--- config.mk ---
export PLATFORM = sky130hd
export DESIGN_NAME = parity_frame_tx_flat
export DESIGN_NICKNAME = d
export VERILOG_FILES = /design/src/rtl/parity_frame_pkg.sv /design/src/rtl/parity_frame_tx_if.sv /design/src/rtl/parity_frame_tx_parity_gen.sv /design/src/rtl/parity_frame_tx.sv /design/src/flat_wrapper.sv
export SDC_FILE = /design/constraint.sdc
export NUM_CORES = 1
export LEC_CHECK = 0
export CAP_MARGIN = 15
export CORE_MARGIN = 3
export CORE_UTILIZATION = 46
export CTS_CLUSTER_DIAMETER = 150
export DETAILED_ROUTE_END_ITERATION = 6
export PLACE_DENSITY = 0.71
export SLEW_MARGIN = 20
export SYNTH_ARGS = -nofsm -noshare
export SYNTH_HDL_FRONTEND = slang
export SYNTH_SLANG_ARGS = --single-unit
--- constraint.sdc ---
create_clock -name clk -period 1.55 [get_ports clk]
set_input_delay 0.2325 -clock clk [delete_from_list [all_inputs] [get_ports clk]]
set_output_delay 0.2325 -clock clk [all_outputs]
set_load 0.05 [all_outputs]
--- src/rtl/parity_frame_pkg.sv ---
// ---------------------------------------------------------------------------
// parity_frame_pkg
// Shared constants for the parity frame transmitter:
//   - 3-bit FSM state encodings (IDLE/START/DATA/PARITY/STOP)
//   - DATA_W     : nibble width
//   - FRAME_BITS : serial bits per frame (start + 4 data + parity + stop)
//   - line_level : serial line value for a given state
// ---------------------------------------------------------------------------
package parity_frame_pkg;

  localparam int DATA_W     = 4;
  localparam int FRAME_BITS = 7;

  localparam logic [2:0] IDLE   = 3'd0;
  localparam logic [2:0] START  = 3'd1;
  localparam logic [2:0] DATA   = 3'd2;
  localparam logic [2:0] PARITY = 3'd3;
  localparam logic [2:0] STOP   = 3'd4;

  // Serial line level driven while in 'state'. In DATA the line carries the
  // current LSB of the shift register; the parity bit is sent in PARITY.
  function automatic logic line_level(input logic [2:0] state,
                                      input logic       data_lsb,
                                      input logic       parity_bit);
    logic lvl;
    lvl = 1'b1;
    case (state)
      START:   lvl = 1'b0;
      DATA:    lvl = data_lsb;
      PARITY:  lvl = parity_bit;
      default: lvl = 1'b1;
    endcase
    return lvl;
  endfunction

endpackage

--- src/rtl/parity_frame_tx_if.sv ---
// ---------------------------------------------------------------------------
// parity_frame_tx_if
// Valid/ready nibble handshake between a producer and parity_frame_tx.
//   in_data  : nibble to transmit (producer -> transmitter)
//   in_valid : producer has a nibble on in_data
//   in_ready : transmitter can accept a nibble
// Modports: master = producer side, slave = transmitter side.
// ---------------------------------------------------------------------------
interface parity_frame_tx_if;
  logic [parity_frame_pkg::DATA_W-1:0] in_data;
  logic                                in_valid;
  logic                                in_ready;

  modport master (output in_data, output in_valid, input  in_ready);
  modport slave  (input  in_data, input  in_valid, output in_ready);
endinterface

--- src/rtl/parity_frame_tx_parity_gen.sv ---
// ---------------------------------------------------------------------------
// nibble_parity_gen
// Combinational parity generator for one nibble.
//   data  : 4-bit nibble
//   frame : {parity, data}
// Build option: define PARITY_ODD_EN for odd parity (inverted XOR);
// otherwise parity is even (plain XOR of the data bits).
// ---------------------------------------------------------------------------
module nibble_parity_gen
  import parity_frame_pkg::*;
(
  input  logic [DATA_W-1:0] data,
  output logic [DATA_W:0]   frame
);

`ifdef PARITY_ODD_EN
  assign frame = {~(^data), data};
`else
  assign frame = {^data, data};
`endif

endmodule

--- src/rtl/parity_frame_tx.sv ---
// ---------------------------------------------------------------------------
// parity_frame_tx
// Serial frame transmitter: accepts a nibble over a valid/ready handshake and
// shifts out start(0), 4 data bits LSB first, parity, stop(1), each bit held
// CLKS_PER_BIT clocks.
// Parameters:
//   CLKS_PER_BIT : clock cycles per serial bit (>= 1)
// Ports:
//   clk        : system clock, rising edge
//   rst_n      : asynchronous active-low reset
//   in_if      : nibble handshake (slave modport)
//   tx_serial  : registered serial line, idles high
//   tx_busy    : high in every state except IDLE
//   frame_done : one-cycle pulse in the final cycle of STOP
// Build option: PARITY_ODD_EN selects odd parity (see nibble_parity_gen).
// ---------------------------------------------------------------------------
module parity_frame_tx
  import parity_frame_pkg::*;
#(
  parameter int CLKS_PER_BIT = 4
) (
  input  logic              clk,
  input  logic              rst_n,
  parity_frame_tx_if.slave  in_if,
  output logic              tx_serial,
  output logic              tx_busy,
  output logic              frame_done
);

  localparam int                CNT_W    = $clog2(CLKS_PER_BIT) + 1;
  localparam logic [CNT_W-1:0]  CNT_LOAD = CNT_W'(CLKS_PER_BIT - 1);

  logic [2:0]        state_reg,     state_next;
  logic [CNT_W-1:0]  cnt_reg,       cnt_next;
  logic [1:0]        idx_reg,       idx_next;
  logic [DATA_W-1:0] shift_reg,     shift_next;
  logic              parity_reg,    parity_next;
  logic              tx_serial_reg, tx_serial_next;

  logic [DATA_W:0]   pg_frame;
  logic              bit_end;

  nibble_parity_gen u_parity_gen (
    .data  (in_if.in_data),
    .frame (pg_frame)
  );

  assign in_if.in_ready = (state_reg == IDLE);
  assign tx_busy        = (state_reg != IDLE);
  assign bit_end        = (cnt_reg == '0);
  assign frame_done     = (state_reg == STOP) && bit_end;
  assign tx_serial      = tx_serial_reg;

  always_comb begin
    state_next  = state_reg;
    cnt_next    = cnt_reg;
    idx_next    = idx_reg;
    shift_next  = shift_reg;
    parity_next = parity_reg;

    // Every non-IDLE state spends CLKS_PER_BIT cycles; the counter is loaded
    // with CLKS_PER_BIT-1 on entry and the bit ends when it reaches zero.
    if (state_reg != IDLE) begin
      if (bit_end) begin
        cnt_next = CNT_LOAD;
      end else begin
        cnt_next = cnt_reg - CNT_W'(1);
      end
    end

    case (state_reg)
      IDLE: begin
        if (in_if.in_valid) begin
          state_next  = START;
          cnt_next    = CNT_LOAD;
          idx_next    = 2'd0;
          shift_next  = pg_frame[DATA_W-1:0];
          parity_next = pg_frame[DATA_W];
        end
      end
      START: begin
        if (bit_end) state_next = DATA;
      end
      DATA: begin
        if (bit_end) begin
          shift_next = shift_reg >> 1;
          if (idx_reg == 2'd3) begin
            state_next = PARITY;
          end else begin
            idx_next = idx_reg + 2'd1;
          end
        end
      end
      PARITY: begin
        if (bit_end) state_next = STOP;
      end
      STOP: begin
        if (bit_end) state_next = IDLE;
      end
      default: begin
        state_next = IDLE;
      end
    endcase

    // The line register is loaded with the level of the state being entered,
    // so the line follows the state with no extra cycle of delay.
    tx_serial_next = line_level(state_next, shift_next[0], parity_next);
  end

  always_ff @(posedge clk or negedge rst_n) begin
    if (!rst_n) begin
      state_reg     <= IDLE;
      cnt_reg       <= '0;
      idx_reg       <= 2'd0;
      shift_reg     <= '0;
      parity_reg    <= 1'b0;
      tx_serial_reg <= 1'b1;
    end else begin
      state_reg     <= state_next;
      cnt_reg       <= cnt_next;
      idx_reg       <= idx_next;
      shift_reg     <= shift_next;
      parity_reg    <= parity_next;
      tx_serial_reg <= tx_serial_next;
    end
  end

endmodule

--- src/flat_wrapper.sv ---
// flat-port wrapper written by rule: the top's interface ports become plain ports
module parity_frame_tx_flat import parity_frame_pkg::*;
#(
  parameter int CLKS_PER_BIT = 4
)
  (clk, rst_n, tx_serial, tx_busy, frame_done, in_if_in_data, in_if_in_valid, in_if_in_ready);
  parity_frame_tx_if in_if_i ();
  input  logic clk;
  input  logic rst_n;
  output logic tx_serial;
  output logic tx_busy;
  output logic frame_done;
  input wire logic [$bits(in_if_i.in_data)-1:0] in_if_in_data;
  input wire logic [$bits(in_if_i.in_valid)-1:0] in_if_in_valid;
  output wire logic [$bits(in_if_i.in_ready)-1:0] in_if_in_ready;
  assign in_if_i.in_data = in_if_in_data;
  assign in_if_i.in_valid = in_if_in_valid;
  assign in_if_in_ready = in_if_i.in_ready;
  parity_frame_tx #(.CLKS_PER_BIT(CLKS_PER_BIT)) u_core (.clk(clk), .rst_n(rst_n), .in_if(in_if_i), .tx_serial(tx_serial), .tx_busy(tx_busy), .frame_done(frame_done));
endmodule
==> results of run 1 <==
==> power by group through the flow <==
stage / combinational (W) / clock [W] / sequential, W
after CTS: 0.00143 / 0.000275 / 0.000660
after global placement: 0.00115 / 0 / 0.000660
after floorplan: 0.000659 / 0 / 0.000691
after global routing: 0.00171 / 0.000293 / 0.000683
after detailed placement: 0.00118 / 0 / 0.000671
final: 0.00162 / 0.000269 / 0.000669
==> worst max path at each step <==
stage | startpoint | endpoint | slack, ns
global route | u_core.cnt_reg[0] | frame_done | -0.18
finish | u_core.cnt_reg[0] | frame_done | -0.13
floorplan | u_core.state_reg[0] | u_core.tx_serial | -0.04
global placement | in_if_in_valid | u_core.tx_serial | -0.17
CTS | u_core.state_reg[2] | frame_done | -0.13
detailed placement | in_if_in_valid | u_core.tx_serial | -0.20
==> layout make-up <==
class	instances	area (µm²)
clock buffer	4	36.3
fill	71	254
inverter	5	22.5
multi-input combinational	51	459
sequential	14	354
tap	16	20.0
timing repair buffer	41	395
==> Yosys cell counts, types with 2 or more instances <==
cell type	instances
a22o_1	2
a22oi_1	2
a31oi_1	3
dfrtp_1	13
ha_1	3
inv_1	5
nand2_1	6
nand2b_1	2
nor2_1	6
nor3_1	4
or3_1	2
xnor2_1	3
==> timing repair <==
action / 4_1_cts / 5_1_grt
hold endpoints to repair: 0 / 0
resized for setup: 13 / 7
pin swaps: 2 / 5
setup endpoints to repair: 6 / 9
setup buffers: 8 / 5
hold buffers: 0 / 0
==> cells by family (layout without fill, tap and decap cells) <==
kind of cell,Yosys count,after routing,synth area share [%]
flip-flops,14,14,45.5
AND/OR/NAND/NOR,26,26,19.6
adder cells (fa/ha/maj),3,3,4.86
XOR/XNOR,4,4,4.54
multiplexers,2,2,2.76
AO/OA/AOI/OAI,16,16,18.8
buffers and inverters,7,50,3.89
==> per-layer routing <==
metal | vias up | track usage, %
met5 | - | 0
met1 | 375 | 28.2
met3 | 6 | 5.36
met4 | 0 | 9.39
li1 | 349 | -
met2 | 24 | 34.1
==> stage by stage <==
stage	cell area (µm²)	setup TNS (ns)	instances
final	1290	-0.447	131
after global routing	1290	-0.739	131
after CTS	1220	-0.376	126
after detailed placement	1070	-0.582	114
after global placement	1070	-0.417	114
after floorplan	798	-0.0412	72
==> worst register-to-register path, delay by kind of cell, from the launching register on <==
family / cells / cell delay, ns
buffers and inverters: 1 / 0.13
AND/OR/NAND/NOR: 1 / 0.34
flip-flops: 1 / 0.45
AO/OA/AOI/OAI: 3 / 0.66
==> impl_metrics.yaml, run 1 <==
outcome:
  status: "complete, but fails checks"
  violations: "negative setup slack"
drt:
  drc: 0
  wirelength_met1_um: 998
  top_layer_used: "met4"
  wl_met3_um: 117
  wirelength_um: 2240
  first_pass_iters: 4
  vias_per_cell: 5.76
  drt_iter0_drc: 14
  wl_met2_um: 1080
  vias: 754
  wl_per_cell_um: 17.1
  drtAntennaViolNets: 0
clock_tree:
  cts_buffer_depth: 2
  cts_tree: "built"
  root_buffer: "clkbuf_4"
  path_clk_slew_ns: 0.09
  cts_sinks: 14
  cts_made_buffers: 3
  clock_latency_ns: 0.28
  htree_num_levels: 1
synth:
  yosys_warnings: 0
  synth_top_area_share_pct: 42.1
  async_reset_ff_share_pct: 100
  synth_cell_types: 33
  ys.flop_type: "dfrtp_1"
  syn_nets: 82
  ys_seq_elements: 14
  synth.avg_cell_area_um2: 10.7
  seq_area_frac_synth_pct: 45.5
  postSynthCellCount: 72
  synth-edff-count: 0
  syn-cell-area_um2: 772
  synthTopCellsByArea: "dfrtp_1, ha_1, a41oi_4"
  post-synth-top-area-cell: "dfrtp_1"
cells_and_area:
  final_common_cell: "buf_4"
  final_util_pct: 83.5
  areaGrowthSynthToFinish_pct: 66.8
  final_cell_mix: "buf_4, dfrtp_1, nand2_1, clkdlybuf4s50_1, buf_6"
  layout.nets: 126
  n_antenna_cell: 0
  drive_gt1_share_pct: 52.2
  largest_register_ffs: 4
power_and_ir_drop:
  clkPwrFrac_pct: 10.5
  totalPowerFinal_w: 0.00256
  intPower_w: 0.00155
  pwr-share-seq_pct: 26.2
  vdd_ir_drop_max_mv: 1.34
  p_leak_nw: 0.583
  p_per_area_nw_per_um2: 1980
  switching_share_pct: 39.5
  combPwrFrac_pct: 63.3
  switching_power_w: 0.00101
global_routing:
  antenna_found_initial: 0
  grtUsageTotal_pct: 21.7
  grt_pass1_wl_um: 3340
  overflow: 0
  grt_max_degree: 9
  grt_pass1_vias: 721
placed_design:
  pre_cts_ws_ns: -0.202
  portBuffers: 10
  gp_congestion: 0.746
  dp_hpwl_um: 1450
worst_setup_path:
  timing.rr.end: "u_core.tx_serial"
  cp.buffers_inverters: 4
  worst-path-stages: 7
  crit_family: "buffers and inverters"
  timing.critical_path.arrival_ns: 1.45
  slowest_stage: "dfrtp_1"
  ff2ff_setup_slack_ns: -0.09
  reg2regPathDepth: 5
  critPathMaxStageDelay_ns: 0.40
  crit_type: "reg2out"
  r2r_start: "u_core.state_reg[2]"
  cp_common_cell: "buf_6"
  cp_max_fo: 4
  crit_required_ns: 1.32
  crit_path_end_kind: "output pin"
  cp-start-kind: "flop"
  cp_cell_sequence: "inv_2 > ha_4 > buf_6 > nand2b_4 > buf_6 > nor2_4 > buf_12"
sta:
  post-route-period-util_pct: 109
  drv_slew: 0
  worst_slack_ns: -0.133
  finalHoldViolCount: 0
  rsz0062_at_grt: "true"
  max_slew_margin_pct: 80.6
  period_needed_ns: 1.68
  setup_viol: 5
  finClkSkew_ns: 0.00301
  clock.fmax_ghz: 0.594
  holdWs_ns: 0.184
  tightest_slew_ns: 0.290
die:
  rows: 14
  boundaryPins: 11
  dieArea_um2: 2210
  die_h_um: 47.0
  coreArea_um2: 1540
  start_util_pct: 50.1
  die_w_um: 47.0
run:
  cap_violations: 0
worst_hold_path:
  hold_class: "in2async"
No activity file was read; power rests on OpenSTA's default activity.
==> run 2: changes to the inputs <==
--- a/config.mk
+++ b/config.mk
@@ -8,7 +8,7 @@
 export CAP_MARGIN = 15
 export CORE_MARGIN = 3
 export CORE_UTILIZATION = 46
-export CTS_CLUSTER_DIAMETER = 150
+export CTS_CLUSTER_DIAMETER = 120
 export DETAILED_ROUTE_END_ITERATION = 6
 export PLACE_DENSITY = 0.71
 export SLEW_MARGIN = 20
==> results of run 2 <==
No change in the layout: final DEF, timing and power equal those of run 1.
